### config.mk
export PLATFORM = sky130hd
export DESIGN_NAME = counter_ctrl
export DESIGN_NICKNAME = d
export VERILOG_FILES = /design/src/rtl/counter_ctrl.sv
export SDC_FILE = /design/constraint.sdc
export NUM_CORES = 1
export LEC_CHECK = 0
export ABC_AREA = 0
export BUFFER_PORTS_ARGS = -buffer_cell sky130_fd_sc_hd__buf_2
export CORE_ASPECT_RATIO = 1.75
export CORE_MARGIN = 1.5
export CORE_UTILIZATION = 38
export DETAILED_ROUTE_END_ITERATION = 6
export HOLD_SLACK_MARGIN = 0.1
export PLACE_DENSITY = 0.69
export REMOVE_ABC_BUFFERS = 1
export SETUP_SLACK_MARGIN = 0.2
export SYNTH_ARGS = -nofsm -noshare
export SYNTH_HDL_FRONTEND = slang
export SYNTH_SLANG_ARGS = --single-unit
### constraint.sdc
create_clock -name clk -period 2.7 [get_ports clk]
set_input_delay 0.135 -clock clk [delete_from_list [all_inputs] [get_ports clk]]
set_output_delay 0.135 -clock clk [all_outputs]
set_load 0.1 [all_outputs]
### src/rtl/counter_ctrl.sv
// Down-counter controller with one-shot and periodic modes, hold/freeze and abort.
// Reset is synchronous and active-low; every output is a register.
module counter_ctrl #(
    parameter int WIDTH = 8
) (
    input  logic             clk,
    input  logic             reset,
    input  logic             start,
    input  logic             abort,
    input  logic             hold,
    input  logic             auto_reload,
    input  logic [WIDTH-1:0] load_val,
    output logic [WIDTH-1:0] count,
    output logic [1:0]       state,
    output logic             busy,
    output logic             tc
);

    typedef enum logic [1:0] {
        IDLE = 2'b00,
        RUN  = 2'b01,
        HELD = 2'b10
    } state_t;

    state_t           cur_state;
    logic [WIDTH-1:0] reload_reg;
    logic             mode_reg;

    assign state = cur_state;

    // abort outranks hold, and hold outranks the count/terminal action; leaving
    // HELD with hold low performs the RUN action on that same edge.
    always_ff @(posedge clk) begin
        if (!reset) begin
            cur_state  <= IDLE;
            count      <= '0;
            busy       <= 1'b0;
            tc         <= 1'b0;
            reload_reg <= '0;
            mode_reg   <= 1'b0;
        end else begin
            tc <= 1'b0;
            case (cur_state)
                IDLE: begin
                    if (start && !abort) begin
                        reload_reg <= load_val;
                        mode_reg   <= auto_reload;
                        count      <= load_val;
                        cur_state  <= RUN;
                        busy       <= 1'b1;
                    end
                end
                RUN, HELD: begin
                    if (abort) begin
                        cur_state <= IDLE;
                        count     <= '0;
                        busy      <= 1'b0;
                    end else if (hold) begin
                        cur_state <= HELD;
                        busy      <= 1'b1;
                    end else if (count != '0) begin
                        count     <= count - WIDTH'(1);
                        cur_state <= RUN;
                        busy      <= 1'b1;
                    end else begin
                        tc <= 1'b1;
                        if (mode_reg) begin
                            count     <= reload_reg;
                            cur_state <= RUN;
                            busy      <= 1'b1;
                        end else begin
                            cur_state <= IDLE;
                            busy      <= 1'b0;
                        end
                    end
                end
                default: begin
                    cur_state <= IDLE;
                    busy      <= 1'b0;
                end
            endcase
        end
    end

endmodule

# Yosys cells after proc, flatten, opt, wreduce, memory -nomap -nowiden
# Index checks and enable logic that the tools add are counted.
word_totals:
  inputBits: 14
  regBits: 21
  wordCells: 42
  output_inout_bits: 12
classes:
  n_reduce_logical: 9
  eq_ne: 5
  bitwise_logic: 2
  n_addsub: 1
  muxes: 19
ops:
  columns: ["cell", "n"]
  rows:
  - ["two-way mux 8 bit", 5]
  - ["one-hot mux 8 bit (2 select lines)", 1]
  - ["two-way mux 1 bit", 8]
  - ["nonzero test 8 bit", 1]
  - ["subtractor 8 x 1 -> 8 bit (second input constant)", 1]
  - ["two-way mux 2 bit", 3]
  - ["!= test 4 bit (second input constant)", 1]
  - ["one-hot mux 2 bit (2 select lines)", 1]
  - ["AND reduction 4 bit", 1]
  - ["OR reduction 4 bit", 1]
  - ["!= test 3 bit (second input constant)", 1]
  - ["equality test 2 x 1 -> 1 bit (second input constant)", 1]
  - ["equality test 2 bit (second input constant)", 1]
  - ["zero test 2 bit", 1]
  - ["!= test 2 bit (second input constant)", 1]
  - ["inverter 1 bit", 2]
  - ["one-hot mux 1 bit (2 select lines)", 1]
  - ["AND reduction 2 bit", 1]
  - ["nonzero test 2 bit", 1]
  - ["OR reduction 2 bit", 1]
  - ["logical AND 1 bit", 1]
  - ["zero test 1 bit", 1]

# Longest topological paths before layout
depth:
  word_depth: 5
  mapped_depth: 10
  ltp_nobuf: 7

# Least setup slack after synthesis
# Ideal clock, no wire load.
synth_timing:
  path_kind: "register to register"
  from: "reg count[2]"
  to: "reg count[4]"
  n_path_buf: 2
  arrival_ps: 2512
  path_stages_with_launch: 8
  period_less_slack_ps: 2638
  required_ps: 2574
  slack_ps: 62
  setup_time_ps: 126
  path_cell_list: "dfxtp_1 -> or4_4 -> or3_1 -> buf_2 -> o311a_4 -> buf_6 -> o21ai_1 -> a31oi_1"
synth_between:
  elab_chain_len: 5
  word_cells_on_any_way: 8
  classes_between: "1 x add/sub; 1 x eq/ne; 4 x mux; 2 x reduce/logical"
synth_rtl:
  columns: ["element", "line_no", "text"]
  rows:
  - ["start: declaration", "13", "output logic [WIDTH-1:0] count,"]
  - ["start signal: assignment", "48", "count <= load_val;"]
  - ["start signal: assignment", "62", "count <= count - WIDTH'(1);"]
  - ["start signal: assignment", "68", "count <= reload_reg;"]
  - ["subtractor 8 x 1 -> 8 bit / nonzero test 8 bit (equally long branches)", "62, 61", null]
  - ["two-way mux 8 bit", "61", "end else if (count != '0) begin"]
  - ["two-way mux 8 bit", "58", "end else if (hold) begin"]
  - ["two-way mux 8 bit", "54", "if (abort) begin"]
  - ["one-hot mux 8 bit (2 select lines)", "43", "case (cur_state)"]
# Several ways; a longest one is shown, not always the timed one. The select of a mux whose other input is x is not followed.
# A chain may end at the register's enable or synchronous reset.

# Worst setup path after layout
layout_timing:
  from: "reg count[2]"
  to: "reg count[6]"
# The elaborated chain is that of the path after synthesis.

==> metrics.cfg <==
[status]
status=finished clean

[timing]
slew_viol_final=0
holdWs_ps=111
max_freq_mhz=467
rsz0062_at_grt=false
worstMarginPinSlew_ps=620
min_period_ps=2140
timing.slew.headroom_pct=58.6
fin_skew_ps=7.65
finalCritPeriodShare_pct=79.3
setup_viol=0
tns_ps=0
report.final.hold_viol_count=0

[global_routing]
overflow=0
grt_pass1_vias=960
antenna_found_initial=0
track_usage_pct=17.4
grt_max_degree=17
grt_pass1_wl_um=4260

[clock_tree]
clk_latency_ps=270
root_buffer=clkbuf_8
cts_buffers=3
cts_tree=built
post_cts_buffers=0
htreeDepth=1
holdBufCountCts=2
path_clk_slew_ps=80
clock_path_buffers=2
ctsResizeCount=0
numClockSinks=21

[finish]
nets=176
area_growth_pct=18.3
drive_gt1_share_pct=22.3
diodes=0

[floorplan]
die_area_mm2=0.00330
die_width_um=44.1
die_h_um=74.9
coreArea_mm2=0.00275
initial_core_util_pct=40.8
io_pins=26
core.rowCount=25

[power]
ir_drop_v=0.000480
intPower_mw=0.603
seqPwrFrac_pct=34.6
p_leak_nw=0.613
p_sw_share_pct=46.5
powerDensity_mw_per_mm2=849
p_switching_mw=0.525
clock_power_share_pct=18.8
combPwrFrac_pct=46.6

[synth]
yosysUniqueCellTypes=30
syn_avg_cell_area_um2=8.58
yosys-top-cells-count=dfxtp_1, nor2_1, nand2b_1
ys_seq_area_share_pct=37.4
synth_most_common_cell=dfxtp_1
synthesis.area_mm2=0.00112
ys_ff_latch=21
synth_area_leader_cell=dfxtp_1
synth_edf_count=0
async_reset_ff_share_pct=0
synthFlopType=dfxtp_1
synth_area_leaders=dfxtp_1, mux2i_1, nand2b_1
ys.warnings.count=0
synthCells=131
synth_top_area_share_pct=37.4

[place]
dp_hpwl_um=2000
gp_congestion=0.746
portBuffers=25

[route]
drc=0
vias_per_cell=5.58
post_drt_wl_per_cell_um=14.3
vias=1027
routed_wl_um=2620
antenna_left=0
first_pass_iters=5
drt_iter0_markers=29

[worst_setup_path]
worstSetupPathType=reg -> reg
crit_fanout=16
critPathArrivalTime_ps=2300
end_kind=register
cp_data_required_time_ps=2860
start_kind=register

[flow_run]
drv_cap=0

[worst_hold_path]
holdCritPathClass=in -> reg

[power groups by stage]
stage	combinational (mW)	clock, mW	sequential [mW]
2_1_floorplan	0.228	0	0.587
4_1_cts	0.529	0.217	0.391
3_5_place_dp	0.524	0	0.398
3_3_place_gp	0.522	0	0.395
5_1_grt	0.566	0.232	0.397
6_report	0.526	0.212	0.391
[logic make-up (layout without fill, tap and decap cells)]
logic type               after synthesis  in the layout  synth area share [%]
AO/OA/AOI/OAI                         32             32                  19.6
XOR/XNOR                               4              4                  3.12
adder cells (fa/ha/maj)                4              4                  4.45
buffers and inverters                 12             38                  4.79
flip-flops                            21             21                  37.4
multiplexers                          10             10                  8.91
AND/OR/NAND/NOR                       48             48                  21.7
[layout make-up]
cell class,instances,area (um^2)
sequential,21,420
timing repair buffer,29,160
tap,27,33.8
clock buffer,3,41.3
inverter,5,18.8
fill,286,1420
multi-input combinational,98,649
clock inverter,1,5.00
[cells in the final DEF (no fill, tap or decap)]
| master | instances |
|---|---|
| o211ai_1 | 5 |
| nor4_1 | 1 |
| or4_4 | 1 |
| buf_2 | 25 |
| clkbuf_8 | 3 |
| dfxtp_1 | 21 |
| nor2_1 | 15 |
| nand3_1 | 1 |
| clkinv_2 | 1 |
| o21ai_1 | 2 |
| ha_1 | 4 |
| buf_4 | 2 |
| a31oi_1 | 9 |
| nand2_1 | 8 |
| or3_1 | 1 |
| nor3_1 | 6 |
| inv_1 | 5 |
| o221a_2 | 2 |
| nor2b_1 | 1 |
| xor2_1 | 1 |
| xnor2_1 | 3 |
| a21oi_1 | 4 |
| a211o_1 | 1 |
| nand4b_1 | 1 |
| o311a_4 | 1 |
| nand3b_1 | 1 |
| nand2b_1 | 11 |
| o21ai_0 | 7 |
| mux2i_1 | 10 |
| nor3b_1 | 1 |
| dlygate4sd3_1 | 2 |
| o221ai_1 | 1 |
[critical path, stage by stage (launching register included)]
cell	delay (ps)
dfxtp_1	370
or4_4	560
or3_1	410
o311a_4	450
o21ai_0	190
a31oi_1	60
[worst paths after layout]
path / start / endpoint / slack (ps) / cells after the start
setup / recovery: count[2] / count[6] / 560 / 5
hold / removal: load_val[7] / reload_reg[7] / 110 / 3
setup reg to reg: count[2] / count[6] / 560 / 5
hold reg to reg: reload_reg[3] / reload_reg[3] / 510 / 2
[per-layer routing]
metal | wire length [um] | global-route usage [%]
met5 | 0 | 0
met4 | 54 | 9.09
met3 | 76 | 2.16
met2 | 1450 | 31.9
met1 | 1050 | 18.8
[per-stage QoR]
step | util (%) | instance area [um^2] | setup slack (ps) | total power, mW | cells
after floorplan | - | 1090 | 19.1 | 0.815 | 124
after global placement | 45.9 | 1260 | 612 | 0.917 | 178
after detailed placement | 45.9 | 1260 | 566 | 0.922 | 178
after CTS | 48.3 | 1330 | 556 | 1.14 | 184
after global routing | 48.3 | 1330 | 465 | 1.19 | 184
final | 48.3 | 1330 | 560 | 1.13 | 184
Power figures use the tool's default switching activity.
